==> config.mk <==
export PLATFORM = sky130hd
export DESIGN_NAME = matrix_drain_ctrl
export DESIGN_NICKNAME = d
export VERILOG_FILES = /design/src/rtl/matrix_drain_pkg.sv /design/src/rtl/drain_skid_fifo.sv /design/src/rtl/matrix_drain_ctrl.sv
export SDC_FILE = /design/constraint.sdc
export NUM_CORES = 1
export LEC_CHECK = 0
export ABC_AREA = 1
export BUFFER_PORTS_ARGS = -buffer_cell sky130_fd_sc_hd__buf_2
export CAP_MARGIN = 5
export CORE_UTILIZATION = 57
export CTS_BUF_LIST = sky130_fd_sc_hd__clkbuf_2 sky130_fd_sc_hd__clkbuf_4 sky130_fd_sc_hd__clkbuf_8
export DETAILED_ROUTE_END_ITERATION = 10
export PLACE_DENSITY = 0.84
export SYNTH_ARGS = -nofsm -noshare
export SYNTH_HDL_FRONTEND = slang
export SYNTH_SLANG_ARGS = --single-unit
==> constraint.sdc <==
create_clock -name clk -period 2 [get_ports clk]
set_clock_uncertainty 0.2 [all_clocks]
set_input_delay 0.1 -clock clk [delete_from_list [all_inputs] [get_ports clk]]
set_output_delay 0.1 -clock clk [all_outputs]
set_load 0.02 [all_outputs]
==> src/rtl/matrix_drain_pkg.sv <==
// Shared definitions for the result-matrix drain sequencer.
package matrix_drain_pkg;

    // Controller state encoding.
    typedef enum logic [1:0] {
        ST_IDLE  = 2'b00,
        ST_RUN   = 2'b01,
        ST_FLUSH = 2'b10,
        ST_DONE  = 2'b11
    } drain_state_t;

    // Row/column index width: ceil(log2(n)), never narrower than one bit.
    function automatic int idx_width(input int n);
        return (n <= 2) ? 1 : $clog2(n);
    endfunction

endpackage

==> src/rtl/drain_skid_fifo.sv <==
// Two-entry FIFO that absorbs RAM read data while the sink stalls.
// The producer must never push into a full FIFO unless it pops in the same cycle.
module drain_skid_fifo #(
    parameter int W = 8
) (
    input  logic         clk,
    input  logic         rst_n,
    input  logic         push,
    input  logic [W-1:0] push_data,
    input  logic         pop,
    output logic [1:0]   occ,
    output logic [W-1:0] head
);

    logic             wr_ptr_reg;
    logic             rd_ptr_reg;
    logic [1:0]       occ_reg;
    logic [1:0]       occ_next;
    logic             pop_ok;
    logic [1:0][W-1:0] entry_q;

    // A pop on an empty FIFO is ignored so the pointers cannot desynchronise.
    assign pop_ok = pop && (occ_reg != 2'd0);

    genvar gi;
    generate
        for (gi = 0; gi < 2; gi++) begin : g_entry
            logic [W-1:0] entry_reg;

            // Storage slot: written when the write pointer selects it.
            always_ff @(posedge clk) begin
                if (!rst_n) begin
                    entry_reg <= '0;
                end else if (push && (wr_ptr_reg == 1'(gi))) begin
                    entry_reg <= push_data;
                end
            end

            assign entry_q[gi] = entry_reg;
        end
    endgenerate

    // Occupancy after this cycle's push/pop; push+pop when full keeps it at 2.
    always_comb begin
        occ_next = occ_reg + 2'(push) - 2'(pop_ok);
    end

    // Pointer and occupancy registers.
    always_ff @(posedge clk) begin
        if (!rst_n) begin
            wr_ptr_reg <= 1'b0;
            rd_ptr_reg <= 1'b0;
            occ_reg    <= 2'd0;
        end else begin
            if (push) begin
                wr_ptr_reg <= ~wr_ptr_reg;
            end
            if (pop_ok) begin
                rd_ptr_reg <= ~rd_ptr_reg;
            end
            occ_reg <= occ_next;
        end
    end

    assign occ  = occ_reg;
    assign head = entry_q[rd_ptr_reg];

endmodule

==> src/rtl/matrix_drain_ctrl.sv <==
// Drains an N x N result matrix from a synchronous RAM to a stb/ack stream
// in row-major order, tagging every element with its coordinates.
module matrix_drain_ctrl
    import matrix_drain_pkg::*;
#(
    parameter int N  = 8,
    parameter int DW = 32,
    parameter int AW = idx_width(N)
) (
    input  logic          clk,
    input  logic          rst_n,
    input  logic          start,
    output logic          busy,
    output logic          done,
    output logic          rd_en,
    output logic [AW-1:0] rd_row,
    output logic [AW-1:0] rd_col,
    input  logic [DW-1:0] rd_data,
    output logic          out_stb,
    input  logic          out_ack,
    output logic [DW-1:0] out_data,
    output logic [AW-1:0] out_row,
    output logic [AW-1:0] out_col,
    output logic          out_last
);

    localparam int            FW       = DW + 2 * AW + 1;
    localparam logic [AW-1:0] LAST_IDX = AW'(N - 1);

    drain_state_t    state_reg, state_next;
    logic [AW-1:0]   row_reg, row_next;
    logic [AW-1:0]   col_reg, col_next;
    logic            inflight_reg;
    logic [2*AW:0]   tag_reg;      // {last, row, col} of the read in flight
    logic [1:0]      occ;
    logic [FW-1:0]   head;
    logic            pop;
    logic            credit_ok;
    logic            at_last;

    assign out_stb = (occ != 2'd0);
    assign pop     = out_stb && out_ack;
    assign at_last = (row_reg == LAST_IDX) && (col_reg == LAST_IDX);

    // A new read may issue only if the FIFO can hold it next cycle:
    // occ + inflight - pop <= 1.
    assign credit_ok = ({1'b0, occ} + {2'b00, inflight_reg}) <= (3'd1 + {2'b00, pop});

    // Next-state, read pointer walk and strobes.
    always_comb begin
        state_next = state_reg;
        row_next   = row_reg;
        col_next   = col_reg;
        rd_en      = 1'b0;
        done       = 1'b0;
        case (state_reg)
            ST_IDLE: begin
                if (start) begin
                    state_next = ST_RUN;
                    row_next   = '0;
                    col_next   = '0;
                end
            end
            ST_RUN: begin
                if (credit_ok) begin
                    rd_en = 1'b1;
                    if (at_last) begin
                        state_next = ST_FLUSH;
                        row_next   = '0;
                        col_next   = '0;
                    end else if (col_reg == LAST_IDX) begin
                        col_next = '0;
                        row_next = row_reg + AW'(1);
                    end else begin
                        col_next = col_reg + AW'(1);
                    end
                end
            end
            ST_FLUSH: begin
                // Leave as soon as the FIFO will be empty after this edge, so
                // done lands in the cycle right after the final acceptance.
                if (!inflight_reg && ((occ == 2'd0) || ((occ == 2'd1) && pop))) begin
                    state_next = ST_DONE;
                end
            end
            ST_DONE: begin
                done       = 1'b1;
                state_next = ST_IDLE;
            end
            default: state_next = ST_IDLE;
        endcase
    end

    // State, pointer and in-flight read tracking; reset drops any pending read.
    always_ff @(posedge clk) begin
        if (!rst_n) begin
            state_reg    <= ST_IDLE;
            row_reg      <= '0;
            col_reg      <= '0;
            inflight_reg <= 1'b0;
            tag_reg      <= '0;
        end else begin
            state_reg    <= state_next;
            row_reg      <= row_next;
            col_reg      <= col_next;
            inflight_reg <= rd_en;
            if (rd_en) begin
                tag_reg <= {at_last, row_reg, col_reg};
            end
        end
    end

    drain_skid_fifo #(
        .W (FW)
    ) u_fifo (
        .clk       (clk),
        .rst_n     (rst_n),
        .push      (inflight_reg),
        .push_data ({tag_reg, rd_data}),
        .pop       (pop),
        .occ       (occ),
        .head      (head)
    );

    assign busy     = (state_reg != ST_IDLE);
    assign rd_row   = row_reg;
    assign rd_col   = col_reg;
    assign out_data = head[DW-1:0];
    assign out_col  = head[DW +: AW];
    assign out_row  = head[DW + AW +: AW];
    assign out_last = head[FW-1];

endmodule

==> results of run 1 <==
-- cells in the final DEF (no fill, tap or decap), drive strengths merged --
cell | synthesis | layout
xor2 | 1 | 1
clkbuf | 27 | 12
clkinv | 0 | 1
dfxtp | 98 | 98
bufinv | 0 | 1
nand4 | 5 | 5
a21oi | 13 | 13
nor2 | 172 | 172
clkinvlp | 0 | 2
or2 | 1 | 1
buf | 10 | 96
ha | 13 | 13
nand3 | 6 | 6
o21ai | 90 | 90
nand2 | 139 | 139
inv | 32 | 32
nor3 | 1 | 1
dlygate4sd3 | 0 | 35
-- final cells by class --
type                            count  area, um2  area share
Clock buffer                       12        159      0.0299
Sequential cell                    98       1960       0.369
Timing Repair Buffer              131        892       0.168
Clock inverter                      4       50.0     0.00941
Tap cell                           99        124      0.0233
Inverter                           32        120      0.0226
Multi-Input combinational cell    441       2010       0.378
-- worst max path at each step --
stage	startpoint	end	slack, ns	cells after the start
2_1_floorplan	u_fifo.occ[0]	u_fifo.occ[1]	0.27	10
3_3_place_gp	u_fifo.occ[0]	u_fifo.occ[1]	0.28	10
3_5_place_dp	u_fifo.occ[0]	u_fifo.occ[1]	0.18	10
4_1_cts	inflight_reg	rd_en	0.007	6
5_1_grt	inflight_reg	rd_en	-0.002	6
6_report	inflight_reg	rd_en	0.07	6
-- what timing repair did --
action	in CTS	in global routing
setup endpoints to repair	1	6
hold buffers	35	0
resized for setup	0	3
hold endpoints to repair	75	0
setup buffers	1	0
pin swaps	1	0
-- cells by family after synthesis --
group                      Yosys count
AOI/OAI and AO/OA                  103
adders and majority gates           13
xor gates and xnor gates             1
buffers and inverters               69
and+or+nand+nor                    324
DFF                                 98
-- power groups by stage --
stage	Combinational, W	Sequential, W	Clock (W)
4_1_cts	0.00242	0.00255	0.00134
3_3_place_gp	0.00227	0.00257	0
3_5_place_dp	0.00233	0.00259	0
5_1_grt	0.00273	0.00260	0.00143
2_1_floorplan	0.00171	0.00257	0
6_report	0.00244	0.00256	0.00132
-- tightest hold or removal path: cells and delay by family --
family / cells / cell delay [ns]
simple gates: 2 / 0.31
compound gates: 1 / 0.12
buf+inv: 1 / 0.07
-- metal layers --
| metal | routed length (um) | part of all wire |
|---|---|---|
| met5 | 0 | 0 |
| met2 | 5180 | 0.50 |
| met1 | 4610 | 0.45 |
| met3 | 433 | 0.042 |
| met4 | 92 | 0.0089 |
-- metrics by stage --
step                area [um2]  worst slack [ns]  hold slack [ns]  TNS (ns)
floorplan                 4260             0.275           0.0349         0
global placement          4740             0.279            0.137         0
detailed placement        4740             0.182            0.141         0
CTS                       5310           0.00727           0.0721         0
global route              5320          -0.00218            0.113  -0.00218
finish                    5320            0.0696           0.0759         0
==> impl_metrics.tcl, run 1 <==
set metrics [dict create \
    outcome "finished clean" \
    synth_top_family_by_area "simple AND/OR/NAND/NOR gates" \
    n_antenna_cell 0 \
    internal_power_w 0.00383 \
    synth.avg_cell_area_um2 7.00 \
    synth-adder-area-share 0.0382 \
    synth_cell_types 26 \
    syn_nets 657 \
    yosys.area_share.simple 0.306 \
    cts-root-buf "clkbuf_8" \
    nNetsFinal 762 \
    finalWirelength_um 10300 \
    cts.sinks 98 \
    std_cell_rows 31 \
    cts_buffers 9 \
    path_cells "ha_1, ha_1, nand2_2, nand2_4, nor2_8, buf_4" \
    first_iter_violations 213 \
    period_share 0.965 \
    layout-drive-gt1-share 0.180 \
    port_buffers 84 \
    max_freq_ghz 0.518 \
    place_inst 765 \
    combPwrFrac 0.386 \
    reg2reg_slack_ns 0.15 \
    max_stage_delay_ns 0.36 \
    cp-start-kind "flip-flop" \
    fp.dieH_um 88.4 \
    yosys.area.top_type "dfxtp_1" \
    dp_hpwl_um 6140 \
    postRouteAntennaNets 0 \
    reg2regPathDepth 8 \
    vias 4174 \
    synth-edff-count 0 \
    synth-async-reset-ratio 0 \
    required_ns 1.70 \
    powerDensity_mw_per_mm2 1190 \
    coreArea_mm2 0.00725 \
    seq_power_share 0.405 \
    viasPerCell 5.11 \
    grt_pass1_wl_um 16500 \
    grtUsageMet3 0.0485 \
    synthTopCellsByArea "dfxtp_1 (46%), nor2_1 (15%), nand2_1 (12%)" \
    ir_drop_uv 763 \
    clkTransAtPathRegs_ns 0.08 \
    worstHoldEndpoint "rd_col[1]" \
    r2r_end "tag_reg[3]" \
    period_needed_ns 1.93 \
    hold_violations 0 \
    gp_congestion 0.872 \
    crit_type "reg2out" \
    die_w_um 88.4 \
    synth_most_common_cell "nor2_1" \
    dieArea_mm2 0.00782 \
    post_drt_wl_per_cell_um 12.6 \
    stdcell_count 817 \
    critPathBufInv 1 \
    start_util 0.587 \
    synthTopCellsByCount "nor2_1 (171), nand2_1 (135), dfxtp_1 (98)" \
    synth-main-ff-cell "dfxtp_1" \
    maxCapViolCount 0 \
    syn_inst 608 \
    rsz0062_at_grt "yes" \
    first_global_vias 3805 \
    antenna_found_initial 0 \
    largest_reg_flops 78 \
    ios 85 \
    fillers 570 \
    route.detailed.drc 0 \
    finalMaxSlewViolations 0 \
    crit_top_cell "ha_1" \
    ctsLongestPathBuffers 2 \
    setup_viol 0 \
    htreeDepth 3 \
    power_w 0.00633 \
    power_frac_clock 0.209 \
    path_delay_family "adder cells" \
    grt_max_degree 56 \
    timing.rr.start "inflight_reg" \
    slew_headroom 0.689 \
    critPathMaxFanout 6 \
    dr.pass1.iters 7 \
    worstSetupEndpointType "output port" \
    clock_latency_ns 0.36 \
    switching_share 0.395 \
    synth_mux_area_frac 0 \
    hp-start "start" \
    cp_slowest_cell "dfxtp_2" \
    yosys_warnings 0 \
    grtUsageMet1 0.333 \
    p_switching_w 0.00250 \
    grt_overflow 0 \
    min_path_cells 4 \
    syn_area_mm2 0.00426 \
    synth-compound-area-share 0.125 \
    grt_usage 0.273 \
    syn2layout_area_growth_pct 24.9 \
    tightest_slew_ns 0.466 \
    p_leak_nw 2.65 \
    ys_seq_elements 98 \
    use_met2 0.487 \
    postLayoutCoreUtil 0.733 \
    cp.arrival_ns 1.63 \
    synth.top_cell.area_share 0.461 \
    cts_tree "built" \
    min_path_type "in2reg" \
    synth_xor_area_frac 0.00206 \
    seq_area_frac_synth 0.461 \
    busiest_layer "met2" \
]
Note: power is estimated with default switching activity, not from simulation.
==> run 2: changes to the inputs <==
--- a/config.mk
+++ b/config.mk
@@ -8,10 +8,12 @@
 export ABC_AREA = 1
 export BUFFER_PORTS_ARGS = -buffer_cell sky130_fd_sc_hd__buf_2
 export CAP_MARGIN = 5
-export CORE_UTILIZATION = 57
+export CELL_PAD_IN_SITES_DETAIL_PLACEMENT = 1
+export CELL_PAD_IN_SITES_GLOBAL_PLACEMENT = 1
+export CORE_UTILIZATION = 40
 export CTS_BUF_LIST = sky130_fd_sc_hd__clkbuf_2 sky130_fd_sc_hd__clkbuf_4 sky130_fd_sc_hd__clkbuf_8
 export DETAILED_ROUTE_END_ITERATION = 10
-export PLACE_DENSITY = 0.84
+export PLACE_DENSITY = 0.83
 export SYNTH_ARGS = -nofsm -noshare
 export SYNTH_HDL_FRONTEND = slang
 export SYNTH_SLANG_ARGS = --single-unit
==> impl_metrics.tcl, run 2 (same netlist as run 1, synthesis figures left out) <==
set metrics [dict create \
    cp_slowest_cell "dfxtp_4" \
    critPathBufInv 1 \
    clkTransAtPathRegs_ns 0.09 \
    fp.dieH_um 105 \
    reg2regPathDepth 9 \
    maxCapViolCount 0 \
    finalWirelength_um 12900 \
    mostFrequentLayoutCell "nor2_1" \
    dieArea_mm2 0.0111 \
    path_cells "ha_1, ha_1, nand2_2, nand2_4, nor2_8, buf_6" \
    slew_headroom 0.669 \
    coreArea_mm2 0.0103 \
    grt_pass1_wl_um 21300 \
    min_path_type "in2reg" \
    viasPerCell 4.97 \
    clock_latency_ns 0.37 \
    tightest_slew_ns 0.497 \
    cts_tree "built" \
    dr.pass1.iters 4 \
    required_ns 1.70 \
    n_antenna_cell 0 \
    grt_overflow 0 \
    start_util 0.412 \
    cp-start-kind "flip-flop" \
    period_share 0.965 \
    critPathMaxFanout 6 \
    htreeDepth 3 \
    power_w 0.00663 \
    grt_max_degree 48 \
    first_iter_violations 190 \
    max_stage_delay_ns 0.37 \
    route.detailed.drc 0 \
    cts-root-buf "clkbuf_8" \
    grt_usage 0.244 \
    dp_hpwl_um 7860 \
    outcome "finished clean" \
    crit_top_cell "ha_1" \
    nNetsFinal 768 \
    hold_violations 0 \
    path_depth 6 \
    port_buffers 84 \
    ios 85 \
    worstSetupEndpointType "output port" \
    cp.arrival_ns 1.63 \
    std_cell_rows 37 \
    postRouteAntennaNets 0 \
    syn2layout_area_growth_pct 28.3 \
    die_w_um 105 \
    crit_type "reg2out" \
    fin_setup_tns_ns 0 \
    p_leak_nw 2.70 \
    setup_viol 0 \
    powerDensity_mw_per_mm2 1210 \
    post_drt_wl_per_cell_um 15.0 \
    max_freq_ghz 0.518 \
    ir_drop_uv 607 \
    path_delay_family "adder cells" \
    cts_buffers 9 \
    layout-drive-gt1-share 0.183 \
    ctsLongestPathBuffers 2 \
    first_global_vias 4557 \
    rsz0062_at_grt "no" \
    gp_congestion 0.764 \
    min_path_cells 5 \
    finalMaxSlewViolations 0 \
    period_needed_ns 1.93 \
    largest_reg_flops 78 \
    layout_common_cells "nor2_1 (170), nand2_1 (135), dfxtp_1 (96), buf_2 (83), o21ai_0 (82)" \
    cts.sinks 98 \
    antenna_found_initial 0 \
    vias 4266 \
]
## run 2: path summary, 6_finish.rpt
| kind | slack, ns | startpoint | end |
|---|---|---|---|
| worst max-delay path | 0.07 | inflight_reg | rd_en |
| worst min-delay path | 0.08 | start | rd_col[0] |
| worst max register to register | 0.10 | inflight_reg | tag_reg[1] |
| worst min register to register | 0.26 | u_fifo.g_entry[0].entry_reg[7] | u_fifo.g_entry[0].entry_reg[7] |
## run 2: what timing repair did
| item | CTS | global route |
|---|---|---|
| pin swaps | 1 | 0 |
| gates resized for setup | 1 | 8 |
| endpoints found under the hold margin | 65 | 0 |
| hold buffers | 39 | 0 |
| setup buffers | 1 | 0 |
| endpoints found under the setup margin | 1 | 7 |
## run 2: layout make-up
| class | count | area (um2) |
|---|---|---|
| Clock buffer | 13 | 166 |
| Tap cell | 136 | 170 |
| Inverter | 32 | 120 |
| Fill cell | 1346 | 4860 |
| Clock inverter | 2 | 60.1 |
| Sequential cell | 98 | 1970 |
| Multi-Input combinational cell | 441 | 2020 |
| Timing Repair Buffer | 137 | 958 |
## run 2: power by group
group | internal [W] | switching, W
Sequential | 0.00233 | 0.000240
Combinational | 0.000895 | 0.00169
Clock | 0.000796 | 0.000677
## run 2: per-stage QoR
stage	util	cell area (um2)	hold WS (ns)	std cells	setup WS (ns)
finish	0.529	5460	0.0776	859	0.0696
global route	0.529	5460	0.0835	859	0.00835
CTS	0.526	5430	0.0478	859	0.00506
detailed placement	0.465	4800	0.143	804	0.166
global placement	0.465	4800	0.134	804	0.264
floorplan	-	4260	0.0349	608	0.275
## run 2: routing by layer
metal	part of all wire	vias to the layer above	routed length (um)	track usage
met2	0.53	59	6800	0.449
li1	-	2116	-	-
met4	0.013	0	168	0.0986
met1	0.43	2080	5580	0.275
met3	0.025	11	328	0.0449
met5	0	-	0	0
## run 2: worst register-to-register path, stage by stage (launching register included)
cell and delay [ns]:
dfxtp_4 0.37, ha_1 0.20, ha_1 0.28, nand2_2 0.09
nand2_4 0.08, nor2_8 0.12, buf_4 0.22, inv_1 0.08
nor2_1 0.10, nor2_1 0.06
==> run 3: changes to the inputs <==
--- a/config.mk
+++ b/config.mk
@@ -8,12 +8,10 @@
 export ABC_AREA = 1
 export BUFFER_PORTS_ARGS = -buffer_cell sky130_fd_sc_hd__buf_2
 export CAP_MARGIN = 5
-export CELL_PAD_IN_SITES_DETAIL_PLACEMENT = 1
-export CELL_PAD_IN_SITES_GLOBAL_PLACEMENT = 1
-export CORE_UTILIZATION = 40
+export CORE_UTILIZATION = 30
 export CTS_BUF_LIST = sky130_fd_sc_hd__clkbuf_2 sky130_fd_sc_hd__clkbuf_4 sky130_fd_sc_hd__clkbuf_8
 export DETAILED_ROUTE_END_ITERATION = 10
-export PLACE_DENSITY = 0.83
+export PLACE_DENSITY = 0.52
 export SYNTH_ARGS = -nofsm -noshare
 export SYNTH_HDL_FRONTEND = slang
 export SYNTH_SLANG_ARGS = --single-unit
==> constraint.sdc (replaced) <==
create_clock -name clk -period 1.6 [get_ports clk]
set_clock_uncertainty 0.2 [all_clocks]
set_input_delay 0.08 -clock clk [delete_from_list [all_inputs] [get_ports clk]]
set_output_delay 0.08 -clock clk [all_outputs]
set_load 0.02 [all_outputs]
==> impl_metrics.tcl, run 3 (same netlist as run 1, synthesis figures left out) <==
set metrics [dict create \
    first_global_vias 3978 \
    routed.top_layer "met4" \
    fillers 1328 \
    setup_slack_ns -0.127 \
    route.detailed.drc 0 \
    max_stage_delay_ns 0.35 \
    n_antenna_cell 0 \
    p_switching_w 0.00405 \
    multi_input_area_mm2 0.00260 \
    seq_power_share 0.326 \
    fp.dieH_um 121 \
    violations "setup timing" \
    internal_power_w 0.00624 \
    setup_viol 56 \
    dp_hpwl_um 7270 \
    first_iter_violations 247 \
    antenna_found_initial 0 \
    clkTransAtPathRegs_ns 0.09 \
    place_ws_ns -0.103 \
    cp_slowest_cell "dfxtp_2" \
    outcome "finished, violations left" \
    cts_tree "built" \
    nNetsFinal 802 \
    regArea_mm2 0.00197 \
    wl_met1_um 5840 \
    vias 4269 \
    port_buffers 84 \
    dieArea_mm2 0.0147 \
    postRouteAntennaNets 0 \
    switching_share 0.393 \
    powerDensity_mw_per_mm2 1500 \
    layout_common_cells "nor2_1 (168), dfxtp_1 (92), o21ai_0 (73), nand2_1 (62), buf_2 (45)" \
    die_w_um 121 \
    power_w 0.0103 \
    worstSetupEndpointType "output port" \
    period_needed_ns 1.73 \
    coreArea_mm2 0.0139 \
    p_leak_nw 3.09 \
    power_frac_clock 0.156 \
    critPathMaxFanout 3 \
    wl_met3_um 596 \
    cp-start-kind "flip-flop" \
    post_drt_wl_per_cell_um 13.9 \
    largest_reg_flops 78 \
    grt_max_degree 96 \
    slew_headroom 0.738 \
    ctsLongestPathBuffers 2 \
    rsz0062_at_grt "yes" \
    period_share 1.08 \
    dr.pass1.iters 4 \
    maxCapViolCount 0 \
    cts_buffers 9 \
    cts.sinks 98 \
    max_freq_ghz 0.579 \
    min_path_type "in2reg" \
    crit_type "reg2out" \
    hold_slack_ns 0.0395 \
    std_cell_rows 43 \
    path_cells "ha_4, ha_4, nand2_4, nand2_4, nor2_8, buf_6" \
    cts-root-buf "clkbuf_8" \
    hold_violations 0 \
    ir_drop_uv 810 \
    finalMaxSlewViolations 0 \
    grt_overflow 0 \
    combPwrFrac 0.517 \
    start_util 0.307 \
    htreeDepth 3 \
    layout-drive-gt1-share 0.367 \
    required_ns 1.32 \
    grt_pass1_wl_um 19100 \
    ios 85 \
    tightest_slew_ns 0.393 \
    cp.arrival_ns 1.45 \
    viasPerCell 4.55 \
    gp_congestion 0.798 \
    syn2layout_area_growth_pct 60.9 \
    clock_latency_ns 0.37 \
    dr_wl_met2_um 6390 \
    grt_usage 0.166 \
    finalWirelength_um 13000 \
    mostFrequentLayoutCell "nor2_1" \
]
## run 3: changes by cell type in the layout (fill, tap and decap cells not counted), sizes merged, moves of 5 or more
cell,before,now
clkbuf,13,19
clkinv,0,5
dlygate4sd3,39,33
buf,98,129
## run 3: layout make-up
cell class              count  share of cell area
multi-input cells         441               0.380
inverters                  32              0.0194
repair buffers            171               0.252
well taps                 180              0.0329
clock inverters             6             0.00840
clock buffers              10              0.0192
flip-flops and latches     98               0.288
## run 3: layer usage
metal	up-vias	track usage
li1	2193	-
met1	1971	0.212
met2	91	0.276
met3	14	0.0334
met4	0	0.0625
met5	-	0
## run 3: worst max-delay path: cells and delay by family, from the launching register on
kind	cells	cell delay, ns
AND/OR/NAND/NOR	3	0.23
flip-flops	1	0.35
buffers and inverters	1	0.13
adder cells (fa/ha/maj)	2	0.37
## run 3: repair_timing
| item | CTS | global route |
|---|---|---|
| resized for setup | 52 | 207 |
| setup buffers | 8 | 7 |
| hold buffers | 33 | 0 |
| endpoints found under the setup margin | 55 | 55 |
| pin swaps | 11 | 29 |
| endpoints found under the hold margin | 65 | 0 |
| cloned | 2 | 10 |
## run 3: stage by stage
step | setup TNS, ns | std cells | util | cell area, um2
2_1_floorplan | -0.0760 | 608 | - | 4290
3_3_place_gp | -0.189 | 863 | 0.361 | 5010
3_5_place_dp | -0.633 | 863 | 0.361 | 5010
4_1_cts | -0.752 | 922 | 0.420 | 5830
5_1_grt | -6.47 | 938 | 0.493 | 6850
6_report | -2.96 | 938 | 0.493 | 6850
## run 3: path summary, 6_finish.rpt
check | start | end | slack (ns) | cells past startpoint
max | u_fifo.occ[0] | rd_en | -0.13 | 6
min | start | rd_row[2] | 0.04 | 5
max reg2reg | u_fifo.occ[0] | tag_reg[5] | -0.07 | 9
min reg2reg | u_fifo.g_entry[1].entry_reg[0] | u_fifo.g_entry[1].entry_reg[0] | 0.29 | 2
## run 3: power by group through the flow
stage	Sequential [W]	Combinational [W]	Clock, W
global route	0.00342	0.00575	0.00177
detailed placement	0.00323	0.00328	0
finish	0.00336	0.00533	0.00161
floorplan	0.00323	0.00219	0
global placement	0.00322	0.00322	0
CTS	0.00321	0.00389	0.00167
